<file path="src/rtl/bin_mag_scheduler.sv">
// bin_mag_scheduler
// Captures FFT bins named in a programmable slot table. For each capture it
// computes re^2 + im^2 and queues the request. Requests are fed one at a time
// to a shared iterative square-root unit. Each magnitude is written out on
// the haddr/hdata/hwe histogram port.
module bin_mag_scheduler #(
   parameter int NBINS      = 8,
   parameter int FIFO_DEPTH = 4,
   parameter int IDX_W      = 12,
   parameter int DW         = 10,
   parameter int FRAME_LAST = 4095
) (
   input  logic              clock_27mhz,
   input  logic              reset_n,
   input  logic              cfg_we,
   input  logic [2:0]        cfg_slot,
   input  logic [IDX_W-1:0]  cfg_bin,
   input  logic              cfg_en,
   input  logic              xk_valid,
   input  logic [IDX_W-1:0]  xk_index,
   input  logic [DW-1:0]     xk_re,
   input  logic [DW-1:0]     xk_im,
   output logic [2*DW-1:0]   sq_data,
   output logic              sq_start,
   input  logic [DW-1:0]     sq_answer,
   input  logic              sq_done,
   output logic [IDX_W-1:0]  haddr,
   output logic [2:0]        hslot,
   output logic [DW-1:0]     hdata,
   output logic              hwe,
   output logic              frame_done,
   output logic              ovf,
   output logic [7:0]        ovf_count
);

   localparam int MW = 2 * DW;
   localparam int PW = $clog2(FIFO_DEPTH);
   localparam logic [IDX_W-1:0] LP_FRAME_LAST = IDX_W'(FRAME_LAST);

   typedef enum logic [1:0] {
      S_IDLE,
      S_START,
      S_GUARD,
      S_WAIT
   } state_t;

   // bin table
   logic [NBINS-1:0]  r_tabValid;
   logic [IDX_W-1:0]  r_tabBin [NBINS];

   // match stage
   logic              w_hit;
   logic [2:0]        w_hitSlot;
   logic signed [MW-1:0] w_reExt;
   logic signed [MW-1:0] w_imExt;
   logic signed [MW-1:0] w_re2;
   logic signed [MW-1:0] w_im2;
   logic              r_s1Valid;
   logic [2:0]        r_s1Slot;
   logic [IDX_W-1:0]  r_s1Index;
   logic [MW-1:0]     r_s1Re2;
   logic [MW-1:0]     r_s1Im2;

   // sum stage
   logic              r_s2Valid;
   logic [2:0]        r_s2Slot;
   logic [IDX_W-1:0]  r_s2Index;
   logic [MW-1:0]     r_s2Mag;

   // request FIFO
   logic [MW-1:0]     r_fifoMag  [FIFO_DEPTH];
   logic [IDX_W-1:0]  r_fifoIdx  [FIFO_DEPTH];
   logic [2:0]        r_fifoSlot [FIFO_DEPTH];
   logic [PW:0]       r_wrPtr;
   logic [PW:0]       r_rdPtr;
   logic [PW:0]       w_count;
   logic              w_empty;
   logic              w_full;
   logic              w_push;
   logic              w_drop;
   logic [MW-1:0]     w_headMag;
   logic [IDX_W-1:0]  w_headIdx;
   logic [2:0]        w_headSlot;

   // engine
   state_t            r_state;
   state_t            w_next;
   logic              w_pop;
   logic              w_capture;
   logic              r_sqStart;
   logic [MW-1:0]     r_sqData;
   logic [IDX_W-1:0]  r_haddr;
   logic [2:0]        r_hslot;
   logic [DW-1:0]     r_hdata;
   logic              r_hwe;

   // overflow and frame tracking
   logic              r_ovf;
   logic [7:0]        r_ovfCount;
   logic              r_framePend;
   logic              r_frameDone;
   logic              w_frameCond;

   // A table write lands at the clock edge, so a same-cycle match sees the old entry
   always_ff @(posedge clock_27mhz or negedge reset_n) begin
      if (!reset_n) begin
         r_tabValid <= '0;
         for (int i = 0; i < NBINS; i++) begin
            r_tabBin[i] <= '0;
         end
      end else if (cfg_we) begin
         r_tabValid[cfg_slot] <= cfg_en;
         r_tabBin[cfg_slot]   <= cfg_bin;
      end
   end

   // Priority search: scan downward so the lowest matching slot is the one kept
   always_comb begin
      w_hit     = 1'b0;
      w_hitSlot = '0;
      for (int i = NBINS - 1; i >= 0; i--) begin
         if (xk_valid && r_tabValid[i] && (r_tabBin[i] == xk_index)) begin
            w_hit     = 1'b1;
            w_hitSlot = 3'(i);
         end
      end
   end

   assign w_reExt = {{DW{xk_re[DW-1]}}, xk_re};
   assign w_imExt = {{DW{xk_im[DW-1]}}, xk_im};
   assign w_re2   = w_reExt * w_reExt;
   assign w_im2   = w_imExt * w_imExt;

   // Stage 1 registers the winning slot and both squares; squares are never negative
   always_ff @(posedge clock_27mhz or negedge reset_n) begin
      if (!reset_n) begin
         r_s1Valid <= 1'b0;
         r_s1Slot  <= '0;
         r_s1Index <= '0;
         r_s1Re2   <= '0;
         r_s1Im2   <= '0;
      end else begin
         r_s1Valid <= w_hit;
         if (w_hit) begin
            r_s1Slot  <= w_hitSlot;
            r_s1Index <= xk_index;
            r_s1Re2   <= w_re2;
            r_s1Im2   <= w_im2;
         end
      end
   end

   // Stage 2 forms the squared magnitude; the worst case 2*512^2 still fits in MW bits
   always_ff @(posedge clock_27mhz or negedge reset_n) begin
      if (!reset_n) begin
         r_s2Valid <= 1'b0;
         r_s2Slot  <= '0;
         r_s2Index <= '0;
         r_s2Mag   <= '0;
      end else begin
         r_s2Valid <= r_s1Valid;
         if (r_s1Valid) begin
            r_s2Slot  <= r_s1Slot;
            r_s2Index <= r_s1Index;
            r_s2Mag   <= r_s1Re2 + r_s1Im2;
         end
      end
   end

   assign w_count    = r_wrPtr - r_rdPtr;
   assign w_empty    = (r_wrPtr == r_rdPtr);
   assign w_full     = (w_count == (PW + 1)'(FIFO_DEPTH));
   assign w_push     = r_s2Valid && (!w_full || w_pop);
   assign w_drop     = r_s2Valid && w_full && !w_pop;
   assign w_headMag  = r_fifoMag[r_rdPtr[PW-1:0]];
   assign w_headIdx  = r_fifoIdx[r_rdPtr[PW-1:0]];
   assign w_headSlot = r_fifoSlot[r_rdPtr[PW-1:0]];

   // FIFO storage needs no reset; only the pointers define its contents
   always_ff @(posedge clock_27mhz) begin
      if (w_push) begin
         r_fifoMag[r_wrPtr[PW-1:0]]  <= r_s2Mag;
         r_fifoIdx[r_wrPtr[PW-1:0]]  <= r_s2Index;
         r_fifoSlot[r_wrPtr[PW-1:0]] <= r_s2Slot;
      end
   end

   // Pointer update; a push into a full FIFO is still taken when a pop frees a slot
   always_ff @(posedge clock_27mhz or negedge reset_n) begin
      if (!reset_n) begin
         r_wrPtr <= '0;
         r_rdPtr <= '0;
      end else begin
         if (w_push) begin
            r_wrPtr <= r_wrPtr + 1'b1;
         end
         if (w_pop) begin
            r_rdPtr <= r_rdPtr + 1'b1;
         end
      end
   end

   // Sticky overflow flag plus a saturating drop counter
   always_ff @(posedge clock_27mhz or negedge reset_n) begin
      if (!reset_n) begin
         r_ovf      <= 1'b0;
         r_ovfCount <= '0;
      end else if (w_drop) begin
         r_ovf <= 1'b1;
         if (r_ovfCount != 8'hFF) begin
            r_ovfCount <= r_ovfCount + 8'd1;
         end
      end
   end

   // Engine state register
   always_ff @(posedge clock_27mhz or negedge reset_n) begin
      if (!reset_n) begin
         r_state <= S_IDLE;
      end else begin
         r_state <= w_next;
      end
   end

   // Engine sequencing; pops wait for hwe to drop so haddr/hslot hold through the write
   always_comb begin
      w_next    = r_state;
      w_pop     = 1'b0;
      w_capture = 1'b0;
      case (r_state)
         S_IDLE: begin
            if (!w_empty && sq_done && !r_hwe) begin
               w_pop  = 1'b1;
               w_next = S_START;
            end
         end
         S_START: begin
            w_next = S_GUARD;
         end
         S_GUARD: begin
            w_next = S_WAIT;
         end
         S_WAIT: begin
            if (sq_done) begin
               w_capture = 1'b1;
               w_next    = S_IDLE;
            end
         end
         default: begin
            w_next = S_IDLE;
         end
      endcase
   end

   // Engine outputs: sq_start is high during START, hwe for one cycle after WAIT
   always_ff @(posedge clock_27mhz or negedge reset_n) begin
      if (!reset_n) begin
         r_sqStart <= 1'b0;
         r_sqData  <= '0;
         r_haddr   <= '0;
         r_hslot   <= '0;
         r_hdata   <= '0;
         r_hwe     <= 1'b0;
      end else begin
         r_sqStart <= w_pop;
         r_hwe     <= w_capture;
         if (w_pop) begin
            r_sqData <= w_headMag;
            r_haddr  <= w_headIdx;
            r_hslot  <= w_headSlot;
         end
         if (w_capture) begin
            r_hdata <= sq_answer;
         end
      end
   end

   assign w_frameCond = r_framePend && !r_s1Valid && !r_s2Valid && w_empty &&
                        (r_state == S_IDLE) && !r_hwe;

   // A frame ends once its last bin was seen and every pending request is written out
   always_ff @(posedge clock_27mhz or negedge reset_n) begin
      if (!reset_n) begin
         r_framePend <= 1'b0;
         r_frameDone <= 1'b0;
      end else begin
         r_frameDone <= w_frameCond;
         if (xk_valid && (xk_index == LP_FRAME_LAST)) begin
            r_framePend <= 1'b1;
         end else if (w_frameCond) begin
            r_framePend <= 1'b0;
         end
      end
   end

   assign sq_data    = r_sqData;
   assign sq_start   = r_sqStart;
   assign haddr      = r_haddr;
   assign hslot      = r_hslot;
   assign hdata      = r_hdata;
   assign hwe        = r_hwe;
   assign frame_done = r_frameDone;
   assign ovf        = r_ovf;
   assign ovf_count  = r_ovfCount;

endmodule

</file>
<file path="config.mk">
export PLATFORM = sky130hd
export DESIGN_NAME = bin_mag_scheduler
export DESIGN_NICKNAME = d
export VERILOG_FILES = /design/src/rtl/bin_mag_scheduler.sv
export SDC_FILE = /design/constraint.sdc
export NUM_CORES = 1
export LEC_CHECK = 0
export CORE_ASPECT_RATIO = 1.25
export CORE_UTILIZATION = 61
export CTS_CLUSTER_SIZE = 10
export DETAILED_ROUTE_END_ITERATION = 12
export PLACE_DENSITY = 0.8
export SLEW_MARGIN = 40
export SYNTH_ARGS = -nofsm -noshare
export SYNTH_HDL_FRONTEND = slang
export SYNTH_SLANG_ARGS = --single-unit
</file>
<file path="constraint.sdc">
create_clock -name clock_27mhz -period 4.9 [get_ports clock_27mhz]
set_input_delay 0.98 -clock clock_27mhz [delete_from_list [all_inputs] [get_ports clock_27mhz]]
set_output_delay 0.98 -clock clock_27mhz [all_outputs]
set_load 0.01 [all_outputs]
</file>
======== Word-level counts from Yosys, hierarchy flattened ========
Memory sizes are Yosys's and may differ from the RTL's. A register that Yosys moved wholly into a read port is not among the register bits.
Cells that the tools add are included.
operators by class
  $add $sub $neg .......................... 5
  multiply operators ...................... 2
  order comparisons ....................... 4
  eq/ne operators ......................... 17
  muxes and demuxes ....................... 33
  bitwise logic cells ..................... 1
  reductions and logical operators ........ 43
operator list
  kind                                                                           count
  96-bit bitwise mux                                                             1
  12-bit == test                                                                 8
  10-bit by 10-bit multiplier with 20-bit output                                 2
  12-bit demux with 3-bit select                                                 1
  1-bit logical AND                                                              29
  3-bit two-way mux                                                              8
  20-bit adder                                                                   1
  1-bit two-way mux                                                              17
  12-bit == test (second input constant)                                         1
  12-bit two-way mux                                                             1
  1-bit logical NOT                                                              9
  8-bit by 1-bit adder with 8-bit output (second input constant)                 1
  8-bit bitwise mux                                                              1
  8-bit != test (second input constant)                                          1
  2-bit case mux with 4 select lines                                             1
  3-bit by 1-bit adder with 3-bit output (second input constant)                 2
  2-bit == test (second input constant)                                          2
  4-bit >= comparator (second input constant)                                    1
  3-bit by 4-bit less-than comparator with 1-bit output (second input constant)  1
  4-bit by 1-bit less-than comparator with 1-bit output (second input constant)  1
  2-bit two-way mux                                                              2
  2-bit != test (second input constant)                                          2
  3-bit inverter with 4-bit output                                               1
  2-bit AND reduction                                                            2
  other kinds (9)                                                                9
word-level totals
  flip-flop bits (word level) ............. 227
  bits in writable memories ............... 140
  bits of input ports ..................... 63
  output and inout bits ................... 57
  logic and storage cells ................. 136
  memories kept ........................... 3
memories
  memory      depth  bits a word  rd ports  clocked after Yosys merged registers in  wr ports  RTL line  text
  r_fifoMag   4      20           1         1                                        1         71        logic [MW-1:0] r_fifoMag [FIFO_DEPTH];
  r_fifoIdx   4      12           1         1                                        1         72        logic [IDX_W-1:0] r_fifoIdx [FIFO_DEPTH];
  r_fifoSlot  4      3            1         1                                        1         73        logic [2:0] r_fifoSlot [FIFO_DEPTH];

======== Depth between registers and ports, before layout ========
  word-level depth ........................ 10
  gate-level depth with buffers ........... 21
  gate-level depth less buffers ........... 20

======== Worst setup path before layout ========
Ideal clock, no wire load.
  path type ............................... input port to flip-flop
  from .................................... input port xk_im[9]
  to ...................................... register r_s1Im2[19]
  setup time .............................. 125 ps
  data arrival time ....................... 5918 ps
  data required time ...................... 4775 ps
  path slack .............................. -1143 ps
  cell stages on the path ................. 17
  buffers on the path ..................... 1
  path through ............................ clkbuf_1 nand2_1 fa_1 fa_1 fa_1 fa_1 fa_1 inv_1 ha_1 and2_1 a221oi_1 o21ai_0 a211oi_1 o21ai_0 a21oi_1 xnor2_1 mux2_2
between the ends
  longest elaborated chain between the ends .. 1
RTL lines
  what                                            RTL line  text
  start: declaration                              22        input logic [DW-1:0] xk_im,
  10-bit by 10-bit multiplier with 20-bit output  132       assign w_im2 = w_imExt * w_imExt;
  end signal: assignment                          148       r_s1Im2 <= w_im2;
  end: declaration                                62        logic [MW-1:0] r_s1Im2;
No other way between the ends.
A chain may end at the register's enable or synchronous reset.

======== Worst setup path in the final report ========
  from .................................... input port xk_re[1]
  to ...................................... register r_s1Re2[18]
between the ends
  longest elaborated chain between the ends .. 1
RTL lines
  what                                            RTL line  text
  start: declaration                              21        input logic [DW-1:0] xk_re,
  10-bit by 10-bit multiplier with 20-bit output  131       assign w_re2 = w_reExt * w_reExt;
  end signal: assignment                          147       r_s1Re2 <= w_re2;
  end: declaration                                61        logic [MW-1:0] r_s1Re2;
No other way between the ends.

==> results by group <==
Drt
  • Via Count: 15700
  • Post-DR vias/cell: roughly 5.6
  • First DRT Iteration DRCs: 779
  • Initial DRT Pass Iterations: 9
  • Routed wire per std cell: 19.6 microns
  • Residual DRC count: 14
  • Final wirelength: 54700 microns
  • Post-DRT Antenna Nets: 0

GRT
  • Total grt overflow: 0
  • Gr usage total: 0.276
  • M2 GR Usage: 0.530
  • First-pass GRT wire length: between 80000 and 90000 microns
  • Vias in the first global route: between 15000 and 20000
  • Largest net degree at the start of global routing: roughly 70
  • Global route hottest layer: met2
  • Initial antenna violation count: 1
  • Routing usage on met1: 0.313
  • Grt met3 use: 0.0364

STA
  • Final clock skew: approximately 0.014 ns
  • Rel. slew slack: 0.430
  • Tightest Pin Transition: 0.851 ns
  • Final Hold Viols: 0
  • Final setup margin: -0.463 ns
  • Final setup viols: 18
  • Fmax achieved: ~190 MHz
  • Tcrit/Tclk final: 1.09
  • Min cycle time layout: about 5.4 ns
  • RSZ-0062 raised after global routing: true
  • Max-slew violation count: 0
  • Hold Worst Slack: about 0.39 ns

Critical path
  • Critical Path AT: approximately 5.8 ns
  • Crit. End Element: flop
  • Slowest cell on crit path: fa_1
  • CP Data Required Time: about 5.3 ns
  • Largest stage delay, worst path: between 0.5 and 0.6 ns
  • CP Class: in2reg
  • CP Max Fanout: 4
  • Most used cell, CP: fa_1
  • Delay-heaviest family, CP: adder cells
  • Critical path, cell by cell: buf_8 > nand2_4 > buf_6 > inv_4 > fa_1 > fa_1 > fa_1 > fa_1 > fa_1 > ha_4 > or4_4 > o21ai_2 > nor3b_2 > o41a_1 > or3_1 > a31oi_2 > xnor2_1 > mux2_4
  • Startpoint Class: input pin
  • Worst path bufs/invs: 3

Power and ir drop
  • Leakage: 13.3 nW
  • Worst vdd ir: 0.496 mV
  • PD cells: approximately 550 nW/um^2
  • Pwr Total: 16.5 mW

Placement
  • Detailed Place HPWL: 37300 microns
  • Placed cell area: 27600 sq um
  • Placed insts: 2659
  • Port Buffer Count: between 100 and 150
  • Final GP Congestion: 0.862

Clock network
  • Longest Clk Path Bufs: 3
  • Clock latency on the worst-skew pair: 0.54 ns
  • Clk pin slew, worst setup/hold paths: approximately 0.050 ns
  • TritonCTS sink count: 400
  • CTS tree: built
  • Clk root buf: clkbuf_16
  • CTS Hold Bufs: 0
  • CTS H-Tree Depth: 2
  • Num CTS Buffers: 46

Synth
  • Largest area contributor in the netlist: dfrtp_1
  • Syn nets: roughly 2200
  • Yosys top cell area share: 0.270
  • Flops & latches, synth: 400
  • Asr flop ratio synth: 0.650
  • Seq/Total Area, Yosys: 0.444
  • Synth area leaders: dfrtp_1 27%, edfxtp_1 17%, fa_1 14%, mux2_2 11%, ha_1 6.4%
  • Post-synth EDFFs: between 100 and 150
  • Yosys warns: 0
  • Area of the mapped netlist: between 20000 and 25000 sq um
  • Gate Count Post-Synth: 1898
  • Number of unique standard cell types used by synthesis: between 50 and 60
  • Predominant post-synthesis flop cell: dfrtp_1
  • Syn avg cell area: approximately 13 sq um

Final layout
  • Final instance area: approximately 30000 sq um
  • Layout cells sized above 1: 0.343
  • Most frequent cells in the layout: 258 x dfrtp_1, 245 x inv_1, 227 x buf_4, 220 x mux2_2, 146 x fa_1
  • Non-Filler Instances: 2792
  • # fillers: 2230
  • # diodes: 0
  • Post-layout net count: between 2000 and 3000
  • Area delta synth->final: 24.8%
  • Commonest non-fill, non-tap cell in the layout: dfrtp_1

Floorplan
  • Die area: approximately 40000 sq um
  • Core Rows: 81
  • Area of the core: ~39000 sq um
  • Starting Density: 0.618
  • Die width: approximately 180 microns
  • Die Ht: 224 microns
  • IO Count: between 100 and 150

Status
  • Status: finished, violations left
  • Violated checks: DRC, setup timing

Job
  • Max-cap violation count: 0

Hold path
  • Worst Hold Class: in2async
==> path summary, 6_finish.rpt <==
| check | from | to | slack (ns) | cells after the start |
|---|---|---|---|---|
| worst max-delay path | xk_re[1] | r_s1Re2[18]$_DFFE_PN0P_ | -0.46 | 18 |
| worst min-delay path | reset_n | sq_data[10]$_DFFE_PN0P_ | 0.39 | 1 |
| worst max register to register | r_tabBin[15]$_DFFE_PN0P_ | r_s1Im2[10]$_DFFE_PN0P_ | 1.97 | 8 |
| worst min register to register | ovf$_DFFE_PN0P_ | ovf$_DFFE_PN0P_ | 0.49 | 1 |
| max in group asynchronous | reset_n | r_s1Valid$_DFF_PN0_ | 3.53 | 2 |
| min in group clock_27mhz | ovf$_DFFE_PN0P_ | ovf$_DFFE_PN0P_ | 0.49 | 1 |
==> report_power, final <==
| group | switching (mW) | total, mW | internal (mW) |
|---|---|---|---|
| Sequential | 0.296 | 4.20 | 3.91 |
| Clock | 1.25 | 3.04 | 1.79 |
| Combinational | 4.34 | 9.27 | 4.93 |
| Total | 5.88 | 16.5 | 10.6 |
==> final cells by class <==
class,instances,area [sq um],area share
timing repair buffer,384,3390,0.113
clock buffer,72,1290,0.0429
multi-input combinational,1155,13000,0.432
tap,498,623,0.0207
clock inverter,2,16.3,0.000541
sequential,400,10700,0.356
inverter,281,1060,0.0353
==> per-stage QoR <==
stage / utilization / setup TNS (ns) / worst slack, ns
floorplan: - / -8.25 / -0.821
detailed placement: 0.708 / -28.84 / -1.55
CTS: 0.759 / -3.42 / -0.579
finish: 0.771 / -3.83 / -0.463
global route: 0.771 / -6.12 / -0.604
global placement: 0.706 / -27.02 / -1.45
==> worst register-to-register path: stages (launching register included) <==
cell	delay (ns)
dfrtp_1	0.39
xor2_1	0.15
nor4_1	0.58
nand4_1	0.23
nor4_1	0.36
nand2b_1	0.27
nor3_4	0.15
buf_4	0.32
mux2_4	0.36
==> logic make-up after synthesis <==
| kind of cell | count (synthesis) | synth area share |
|---|---|---|
| buf+inv | 343 | 0.0543 |
| fa+ha+maj | 288 | 0.200 |
| compound gates | 115 | 0.0303 |
| xor+xnor | 170 | 0.0617 |
| mux | 269 | 0.142 |
| flops | 400 | 0.444 |
| simple gates | 313 | 0.0670 |
==> synthesized netlist by cell type (3+ instances only) <==
| library cell | count |
|---|---|
| a211oi_1 | 6 |
| a21o_1 | 8 |
| a21oi_1 | 32 |
| a31oi_1 | 5 |
| and2_1 | 47 |
| and3_1 | 9 |
| buf_1 | 4 |
| buf_2 | 18 |
| clkbuf_1 | 40 |
| dfrtp_1 | 260 |
| edfxtp_1 | 140 |
| fa_1 | 164 |
| ha_1 | 124 |
| inv_1 | 281 |
| mux2_2 | 233 |
| mux4_2 | 35 |
| nand2_1 | 86 |
| nand2b_1 | 17 |
| nand3_1 | 29 |
| nand4_1 | 23 |
| nand4b_1 | 3 |
| nor2_1 | 43 |
| nor2b_1 | 10 |
| nor3_1 | 15 |
| nor3b_1 | 3 |
| nor4_1 | 7 |
| o21a_1 | 8 |
| o21ai_0 | 30 |
| o21bai_1 | 5 |
| or2_2 | 4 |
| or3_1 | 4 |
| or4_1 | 7 |
| xnor2_1 | 146 |
| xor2_1 | 24 |
==> timing repair <==
action / 4_1_cts / 5_1_grt
pin swaps: 98 / 74
buffers inserted: 39 / 23
setup endpoints to repair: 23 / 21
cloned: 0 / 0
gates resized for setup: 216 / 89
==> routing by layer <==
metal	part of all wire	vias to the layer above
met5	0.00022	-
met4	0.029	2
met3	0.040	111
met2	0.56	404
met1	0.37	8060
li1	-	7088
==> registers in the layout, indices dropped and copies added (netlist names), 10 cells and up <==
name / cells
hdata: 10
r_s1Index: 12
r_tabBin: 96
r_s1Re2: 19
r_fifoIdx: 48
r_s2Mag: 20
r_s2Index: 12
r_s1Im2: 19
haddr: 12
r_fifoMag: 80
sq_data: 20
r_fifoSlot: 12
Power figures use the tool's default switching activity.
